--- config.mk ---
export PLATFORM = sky130hd
export DESIGN_NAME = cpm_ctrl
export DESIGN_NICKNAME = d
export VERILOG_FILES = /design/src/rtl/cpm_ctrl.sv
export SDC_FILE = /design/constraint.sdc
export NUM_CORES = 1
export LEC_CHECK = 0
export ABC_AREA = 1
export BUFFER_PORTS_ARGS = -buffer_cell sky130_fd_sc_hd__buf_4
export CORE_AREA = 5 5 87 89
export DETAILED_ROUTE_END_ITERATION = 8
export DIE_AREA = 0 0 92 94
export GPL_TIMING_DRIVEN = 1
export PLACE_DENSITY_LB_ADDON = 0.2
export SLEW_MARGIN = 30
export SYNTH_ARGS = -nofsm -noshare
export SYNTH_HDL_FRONTEND = slang
export SYNTH_SLANG_ARGS = --single-unit
export TNS_END_PERCENT = 30
--- constraint.sdc ---
create_clock -name Clk -period 1.55 [get_ports Clk]
set_input_delay 0.2325 -clock Clk [delete_from_list [all_inputs] [get_ports Clk]]
set_output_delay 0.2325 -clock Clk [all_outputs]
set_load 0.02 [all_outputs]
--- src/rtl/cpm_ctrl.sv ---
// cpm_ctrl: bank of NUM_CNT event counters with a command port and a
// snapshot dump stream.
//
// Ports:
//   Clk, Rstn        - single rising-edge clock, asynchronous active-low reset
//   CmdVld/CmdRdy    - command handshake; CmdOp: 0 START, 1 STOP, 2 CLEAR, 3 SNAP
//   Event[NUM_CNT]   - per-counter increment request
//   Busy             - high whenever the controller is not IDLE
//   OutVld/OutRdy    - snapshot word handshake
//   OutIdx/OutData   - index and value of the current snapshot word
//   Ovf[NUM_CNT]     - sticky per-counter wrap flag
module cpm_ctrl #(
  parameter int NUM_CNT = 4,
  parameter int DW      = 8,
  localparam int IW     = (NUM_CNT > 1) ? $clog2(NUM_CNT) : 1
) (
  input  logic               Clk,
  input  logic               Rstn,
  input  logic               CmdVld,
  output logic               CmdRdy,
  input  logic [1:0]         CmdOp,
  input  logic [NUM_CNT-1:0] Event,
  output logic               Busy,
  output logic               OutVld,
  input  logic               OutRdy,
  output logic [IW-1:0]      OutIdx,
  output logic [DW-1:0]      OutData,
  output logic [NUM_CNT-1:0] Ovf
);

  typedef enum logic [1:0] {IDLE, RUN, DUMP} st_t;
  typedef enum logic [1:0] {OP_START, OP_STOP, OP_CLEAR, OP_SNAP} op_t;

  localparam logic [IW-1:0] LAST = IW'(NUM_CNT - 1);

  st_t               state, nxt_state, ret_state;
  logic              run;
  logic [DW-1:0]     cnt  [NUM_CNT];
  logic [DW-1:0]     snap [NUM_CNT];
  logic [IW-1:0]     out_idx;
  logic [NUM_CNT-1:0] ovf;

  logic cmd_acc, start_acc, stop_acc, clr_acc, snap_acc, word_acc, last_acc;

  // CmdRdy is low in DUMP, so no command can be accepted there.
  assign cmd_acc   = CmdVld && (state != DUMP);
  assign start_acc = cmd_acc && (CmdOp == OP_START) && (state == IDLE);
  assign stop_acc  = cmd_acc && (CmdOp == OP_STOP)  && (state == RUN);
  assign clr_acc   = cmd_acc && (CmdOp == OP_CLEAR);
  assign snap_acc  = cmd_acc && (CmdOp == OP_SNAP);
  assign word_acc  = (state == DUMP) && OutRdy;
  assign last_acc  = word_acc && (out_idx == LAST);

  // State register
  always_ff @(posedge Clk or negedge Rstn) begin
    if (!Rstn) state <= IDLE;
    else       state <= nxt_state;
  end

  // Next-state logic
  always_comb begin
    nxt_state = state;
    case (state)
      IDLE: begin
        if (start_acc)     nxt_state = RUN;
        else if (snap_acc) nxt_state = DUMP;
      end
      RUN: begin
        if (stop_acc)      nxt_state = IDLE;
        else if (snap_acc) nxt_state = DUMP;
      end
      DUMP: begin
        if (last_acc)      nxt_state = ret_state;
      end
      default:             nxt_state = IDLE;
    endcase
  end

  // Outputs
  always_comb begin
    CmdRdy  = (state != DUMP);
    Busy    = (state != IDLE);
    OutVld  = (state == DUMP);
    OutIdx  = out_idx;
    OutData = snap[out_idx];
    Ovf     = ovf;
  end

  // Datapath: run flag, counters, snapshot, dump index
  always_ff @(posedge Clk or negedge Rstn) begin
    if (!Rstn) begin
      run       <= 1'b0;
      cnt       <= '{default: '0};
      snap      <= '{default: '0};
      ovf       <= '0;
      out_idx   <= '0;
      ret_state <= IDLE;
    end else begin
      if (start_acc) run <= 1'b1;
      if (stop_acc)  run <= 1'b0;

      // Run flag is the registered value, so the START edge does not count
      // and the STOP edge does.
      if (clr_acc) begin
        cnt <= '{default: '0};
        ovf <= '0;
      end else if (run) begin
        for (int unsigned i = 0; i < NUM_CNT; i++) begin
          if (Event[i]) begin
            cnt[i] <= cnt[i] + DW'(1);
            if (&cnt[i]) ovf[i] <= 1'b1;
          end
        end
      end

      if (snap_acc) begin
        snap      <= cnt;
        ret_state <= state;
        out_idx   <= '0;
      end else if (word_acc) begin
        out_idx   <= last_acc ? '0 : out_idx + IW'(1);
      end
    end
  end

endmodule

-- After elaboration in Yosys (flattened, before gate mapping)
Index checks and enable logic that the tools add are counted.
- bitwise logic cells: 1
- shift-type cells: 0
- add/subtract/negate cells: 5
- muxes and demuxes: 29
- div/mod/pow operators: 0
- $mul: 0
- eq/ne operators: 8
- $lt $le $gt $ge: 1
- reduce and logical (&&, ||, !) cells: 35
- operator list (cell ; count):
    32-bit two-way mux ; 2
    8-bit two-way mux ; 6
    8-bit by 1-bit adder with 8-bit output (second input constant) ; 4
    8-bit AND reduction ; 4
    2-bit nonzero test ; 12
    8-bit binary-select mux with 2-bit select ; 1
    2-bit two-way mux ; 7
    3-bit AND reduction ; 4
    1-bit two-way mux ; 10
    1-bit logical AND ; 9
    2-bit == test (second input constant) ; 4
    4-bit two-way mux ; 2
    2-bit AND reduction ; 4
    2-bit case mux with 3 select lines ; 1
    2-bit by 1-bit == test with 1-bit output (second input constant) ; 2
    2-bit zero test ; 2
    3-bit >= comparator (second input constant) ; 1
    2-bit NOT with 3-bit output ; 1
    2-bit by 1-bit adder with 2-bit output (second input constant) ; 1
    2-bit by 1-bit != test with 1-bit output (second input constant) ; 1
    2-bit != test (second input constant) ; 1
- ROM bits: 0
- bits in writable memories: 0
- flip-flop bits (word level): 75
- bits in latches: 0
- memories: 0
- input bits: 10

-- Depth between registers and ports, before layout
Gate-level depths: netlist of the first run.
- depth after elaboration: 6
- gate-level depth with buffers: 9

-- Worst setup path after synthesis of the first run
OpenSTA, ideal clock, no wires.
- path kind: register to output
- start: register out_idx[0] (netlist: OutIdx[0])
- end: output OutData[6]
- arrival time: 1.419 ns
- setup slack: -0.102 ns
- path buffers: 2
- stages on the path, launching flop included: 5
- path through: dfrtp_1 > buf_2 > clkbuf_1 > o21ai_0 > o22ai_1
- word-level cells in the longest chain between the ends: 4
- ends and longest elaborated chain (element ; RTL line ; source):
    start: declaration ; 40 ; logic [IW-1:0] out_idx;
    start signal: assignment ; 121 ; out_idx <= last_acc ? '0 : out_idx + IW'(1);
    2-bit NOT with 3-bit output (not written as such) ; 85 ; OutData = snap[out_idx];
    8-bit binary-select mux with 2-bit select ; 85 ;
    8-bit two-way mux (not written as such) (2 in a row) ; 85 ;
    end: declaration ; 27 ; output logic [DW-1:0] OutData,
No other way between the ends. The select of a mux whose other input is x is not followed.

-- Final worst setup path of the first run
- start: register out_idx[0] (netlist: OutIdx[0])
- end: output OutData[4]
Same word-level chain as after synthesis.

==> impl_metrics.py, run 1 <==
metrics = {
    "layout": {
        "final_common_cell": "nand2_1",
        "antenna_cells": 0,
        "fin_nets": 558,
        "layout.cells.non_filler": 628,
        "most-common-layout-cells": "nand2_1 (164), dfrtp_1 (73), inv_1 (53)",
        "syn_to_final_growth_pct": 17.4,
        "final_util_pct": 67.7,
        "final_layout_size_suffix_gt1_share_pct": 14.8,
        "final_cell_area_um2": 4520,
    },
    "timing": {
        "max_freq_mhz": 573,
        "tightestPinTransition_ps": 328,
        "period_share_pct": 113,
        "rsz0062_at_grt": "yes",
        "fin_setup_tns_ps": -1300,
        "slew_headroom_pct": 77.9,
        "hold_viol": 0,
        "fin_crit_ps": 1750,
        "skew_ps": 9.69,
        "hold_slack_ps": 165,
        "slew_viol_final": 0,
        "final-setup-viol-count": 8,
        "worst_slack_ps": -196,
    },
    "grt": {
        "grt_pass1_wl_um": 15400,
        "grt_max_degree": 49,
        "antenna_found_initial": 0,
        "grt_usage_pct": 22.4,
        "first_global_vias": 3220,
        "grt_overflow": 0,
    },
    "place": {
        "dp.cells": 607,
        "hpwl_um": 6310,
        "pre_cts_ws_ps": 40.1,
        "place_area_um2": 4160,
        "place_congestion": 0.888,
        "port-buffer-count": 26,
    },
    "power_and_ir_drop": {
        "total_power_mw": 8.04,
        "power_density_nw_per_um2": 1780,
        "p_leak_nw": 2.31,
        "irDropWorstVdd_mv": 0.855,
    },
    "clock_network": {
        "clock_latency_ps": 340,
        "cts.sinks": 75,
        "cts_tree": "done",
        "htree_num_levels": 3,
        "cts_made_buffers": 9,
        "clk_path_buf_depth": 2,
        "cts_root_buf": "clkbuf_8",
        "path_clk_slew_ps": 70,
    },
    "yosys": {
        "ys_seq_area_share_pct": 48.7,
        "yosysWarnings": 0,
        "synth_top_cell_area_share_pct": 48.7,
        "synthesis.instances": 507,
        "synth_top_family_by_area": "simple AND/OR/NAND/NOR gates",
        "synthMuxAreaShare_pct": 0,
        "yosys.area.top_type": "dfrtp_1",
        "synth.distinct_cells": 26,
        "syn_area_per_cell_um2": 7.59,
        "synth_compound_area_share_pct": 11.3,
        "synth-simple-area-share_pct": 29.6,
        "synth_seq_cells": 75,
        "syn_area_um2": 3850,
        "synthXorXnorAreaFrac_pct": 0.227,
        "yosys.area_share.adder_pct": 1.62,
        "yosys-top-cells-area": "dfrtp_1 (49%), nand2_1 (16%), inv_1 (5.4%)",
        "synthesis.nets": 522,
    },
    "setup_path": {
        "path_cells": "clkinvlp_4 > o21ai_1 > o22ai_1 > buf_4",
        "critPathLaunch": "OutIdx[0]",
        "rr_worst_depth": 6,
        "r2r_setup_slack_ps": 120,
        "reg2reg_to": "cnt[27]",
        "cp.required_ps": 1320,
        "slowest_delay_ps": 450,
        "worst-path-buf-inv": 2,
        "crit_family": "flip-flops",
        "cp-start-kind": "flip-flop",
        "critPathArrivalTime_ps": 1510,
        "path_class": "flip-flop to output pin",
        "critPathSlowestCell": "dfrtp_2",
        "cp_max_fo": 7,
        "timing.rr.start": "state[0]",
        "cp_num_cells": 4,
        "crit_path_end": "OutData[4]",
        "worstSetupEndpointType": "output pin",
    },
    "route": {
        "wl_per_cell_um": 14.4,
        "drc": 0,
        "viasPerCell": 5.49,
        "ant_nets": 0,
        "via_count": 3448,
        "drt_iter0_drc": 240,
        "dr.pass1.iters": 4,
        "drt_wl_total_um": 9010,
    },
    "floorplan": {
        "core_area_um2": 6680,
        "die_h_um": 94,
        "die-area_um2": 8650,
        "rows": 30,
        "start_util_pct": 57.6,
        "ios": 27,
        "dieWidth_um": 92,
    },
    "outcome": {
        "violations": "setup timing",
        "status": "finished with violations",
    },
    "job": {
        "drv_cap": 0,
    },
    "worst_hold_path": {
        "hold_depth": 3,
        "hold_class": "input port to flip-flop",
    },
}
-- final cells by class --
type	count	area [um^2]
timing repair inverter	1	7.51
multi-input combinational	359	1720
tap	80	100
fill	563	2160
clock inverter	4	72.6
inverter	57	218
clock buffer	12	155
sequential	75	1880
timing repair buffer	40	370
-- cell usage after synthesis --
library cell / count
buf_2: 7
nand3_2: 1
nand3b_1: 1
clkbuf_1: 1
nand3_1: 32
inv_2: 2
o21ai_1: 16
nor2_1: 53
o31ai_1: 1
nand2_1: 165
nand2_4: 2
buf_6: 4
dfrtp_1: 75
a21oi_1: 15
o22ai_1: 8
xor2_1: 1
nand4_1: 14
nor2_8: 1
nor3_1: 3
o21ai_2: 4
o21a_1: 1
buf_4: 3
o21ai_0: 36
clkbuf_2: 1
ha_1: 5
inv_1: 55
-- power breakdown --
group	switching, mW	total, mW	internal (mW)
clock network	0.695	1.69	0.993
registers	0.578	3.12	2.55
logic	1.95	3.22	1.27
total	3.22	8.04	4.81
-- cell families after synthesis --
family | Yosys count
fa+ha+maj | 5
flops | 75
simple gates | 272
buf+inv | 73
xor+xnor | 1
compound gates | 81
-- worst min-delay path by stage --
stage	slack, ps	from	endpoint
after detailed placement	130	Rstn	state[1]
after CTS	150	Event[3]	Ovf[3]
after global placement	120	Rstn	state[1]
after floorplan	-60	Rstn	OutIdx[0]
final	160	Event[2]	Ovf[2]
after global routing	160	Event[2]	Ovf[2]
-- registers in the layout, indices dropped and copies added, names as in the netlist --
name and flops:
Ovf 4, run 1, snap 32, OutIdx 2, state 2, ret_state 2
cnt 32
-- worst min-delay path: stages --
cell     delay [ps]
buf_4            90
nand4_1          80
nand2_1          70
-- repair_timing --
item | CTS | global route
hold buffers | 1 | 0
resized for setup | 31 | 7
pin swaps | 6 | 2
gates cloned | 1 | 0
buffers inserted | 3 | 0
endpoints found under the setup margin | 8 | 19
endpoints found under the hold margin | 16 | 0
-- metal layers --
metal | global-route usage [%] | vias to the layer above | part of all wire [%]
met4 | 9.41 | 0 | 1.9
met1 | 30.7 | 1655 | 46
met3 | 3.69 | 16 | 4.2
met2 | 35.6 | 84 | 48
met5 | 0 | - | 0
li1 | - | 1693 | -
Note: power is estimated with default switching activity, not from simulation.
==> run 2: changes to the inputs <==
--- a/config.mk
+++ b/config.mk
@@ -11,7 +11,7 @@
 export DETAILED_ROUTE_END_ITERATION = 8
 export DIE_AREA = 0 0 92 94
 export GPL_TIMING_DRIVEN = 1
-export PLACE_DENSITY_LB_ADDON = 0.2
+export PLACE_DENSITY = 0.77
 export SLEW_MARGIN = 30
 export SYNTH_ARGS = -nofsm -noshare
 export SYNTH_HDL_FRONTEND = slang
==> run 2 against run 1 <==
Effect of this change:
- the flow still finishes with violations (setup timing)
- flip-flop and latch count is the same
- first-iteration DRC count decreased by 4.2%
- count of clock-buffer cells in the layout shrank 2
- sequential share of layout area rose by 0.57 points
- final area fell by 1.4%
- largest power group unchanged
==> impl_metrics.py, run 2 (synthesis results as in run 1) <==
metrics = {
    "layout": {
        "fin_nets": 561,
        "antenna_cells": 0,
        "syn_to_final_growth_pct": 15.8,
        "final_util_pct": 66.7,
        "layout.cells.non_filler": 626,
        "most-common-layout-cells": "nand2_1 (165), dfrtp_1 (73), inv_1 (52)",
        "final_layout_size_suffix_gt1_share_pct": 14.5,
        "final_cell_area_um2": 4460,
        "fill_cells": 580,
        "final_common_cell": "nand2_1",
    },
    "route": {
        "dr.pass1.iters": 4,
        "viasPerCell": 5.50,
        "drt_wl_total_um": 9290,
        "drc": 0,
        "wl_per_cell_um": 14.8,
        "drt_iter0_drc": 230,
        "ant_nets": 0,
        "via_count": 3445,
    },
    "outcome": {
        "violations": "setup timing",
        "status": "finished with violations",
    },
    "clock_network": {
        "path_clk_slew_ps": 70,
        "cts_made_buffers": 9,
        "cts.sinks": 75,
        "clock_latency_ps": 350,
        "htree_num_levels": 3,
        "clk_path_buf_depth": 2,
        "cts_tree": "done",
        "cts_root_buf": "clkbuf_8",
    },
    "timing": {
        "worst_slack_ps": -254,
        "period_share_pct": 116,
        "hold_slack_ps": 158,
        "max_freq_mhz": 554,
        "tightestPinTransition_ps": 389,
        "rsz0062_at_grt": "yes",
        "hold_viol": 0,
        "skew_ps": 6.60,
        "fin_crit_ps": 1800,
        "slew_headroom_pct": 74.1,
        "slew_viol_final": 0,
        "final-setup-viol-count": 8,
    },
    "setup_path": {
        "cp-start-kind": "flip-flop",
        "r2r_setup_slack_ps": 60,
        "critPathArrivalTime_ps": 1570,
        "worstSetupEndpointType": "output pin",
        "path_class": "flip-flop to output pin",
        "cp.required_ps": 1320,
        "cp_max_fo": 7,
        "slowest_delay_ps": 460,
        "critPathSlowestCell": "dfrtp_2",
        "path_cells": "clkinvlp_4 > o21ai_1 > o22ai_2 > buf_6",
    },
    "power_and_ir_drop": {
        "pwr-share-clk_pct": 16.1,
        "swShare_pct": 41.9,
        "power_density_nw_per_um2": 1700,
        "irDropWorstVdd_mv": 0.834,
        "p_int_mw": 4.41,
        "p_comb_share_pct": 43.1,
        "power_switching_mw": 3.18,
        "p_leak_nw": 2.28,
        "sequentialPowerShare_pct": 40.8,
    },
    "floorplan": {
        "start_util_pct": 57.6,
        "die_h_um": 94,
        "die-area_um2": 8650,
        "dieWidth_um": 92,
        "ios": 27,
        "rows": 30,
        "core_area_um2": 6680,
    },
    "grt": {
        "grt_max_degree": 58,
        "antenna_found_initial": 0,
        "grt_overflow": 0,
        "grt_pass1_wl_um": 15900,
        "grt_usage_pct": 23.4,
        "first_global_vias": 3412,
    },
    "worst_hold_path": {
        "hold_class": "input port to flip-flop",
    },
    "place": {
        "dp.cells": 608,
        "pre_cts_ws_ps": 26.8,
        "place_area_um2": 4170,
        "place_congestion": 0.851,
        "hpwl_um": 6590,
        "port-buffer-count": 26,
    },
    "job": {
        "drv_cap": 0,
    },
}
[run 2: worst max-delay path: cells and delay by family (launching register included)]
| kind | cells | cell delay [ps] |
|---|---|---|
| compound gates | 2 | 400 |
| buf+inv | 2 | 370 |
| flops | 1 | 460 |
[run 2: path summary, 6_finish.rpt]
kind                                start            to  cells past startpoint
worst min register to register   snap[29]      snap[29]                      2
worst max-delay path            OutIdx[0]    OutData[6]                      4
max in group asynchronous            Rstn     OutIdx[0]                      3
worst max register to register  OutIdx[0]     OutIdx[1]                      8
worst min-delay path             Event[2]        Ovf[2]                      3
min in group asynchronous            Rstn  ret_state[1]                      2
[run 2: area by class of cell]
type	instances	area [um^2]	share of cell area [%]
well taps	80	100	2.24
clock buffers	10	138	3.09
clock inverters	1	5.00	0.112
multi-input cells	359	1720	38.6
inverters	57	218	4.88
repair buffers	43	393	8.81
repair inverters	1	7.51	0.168
flip-flops and latches	75	1880	42.1
[run 2: power groups by stage]
stage	Sequential, mW	Clock [mW]	Combinational, mW
after floorplan	2.99	0	1.94
after global routing	3.18	1.34	3.63
after CTS	3.08	1.24	3.12
after global placement	3.06	0	2.87
final	3.10	1.22	3.28
after detailed placement	3.08	0	2.95
[run 2: metal layers]
metal | share of wire, % | track usage, %
met1 | 44 | 30.0
met2 | 48 | 38.2
met3 | 6.0 | 6.41
met4 | 2.3 | 8.54
met5 | 0 | 0
[run 2: repair_timing]
action,CTS,global route
gates cloned,1,0
hold endpoints to repair,22,0
endpoints found under the setup margin,8,27
pin swaps,1,3
setup buffers,5,0
gates resized for setup,17,21
hold buffers,1,0
[run 2: metrics by stage]
stage               TNS (ps)  total power, mW
CTS                    -1430             7.44
finish                 -1740             7.60
global route           -2270             8.16
floorplan               -325             4.93
global placement           0             5.93
detailed placement         0             6.02
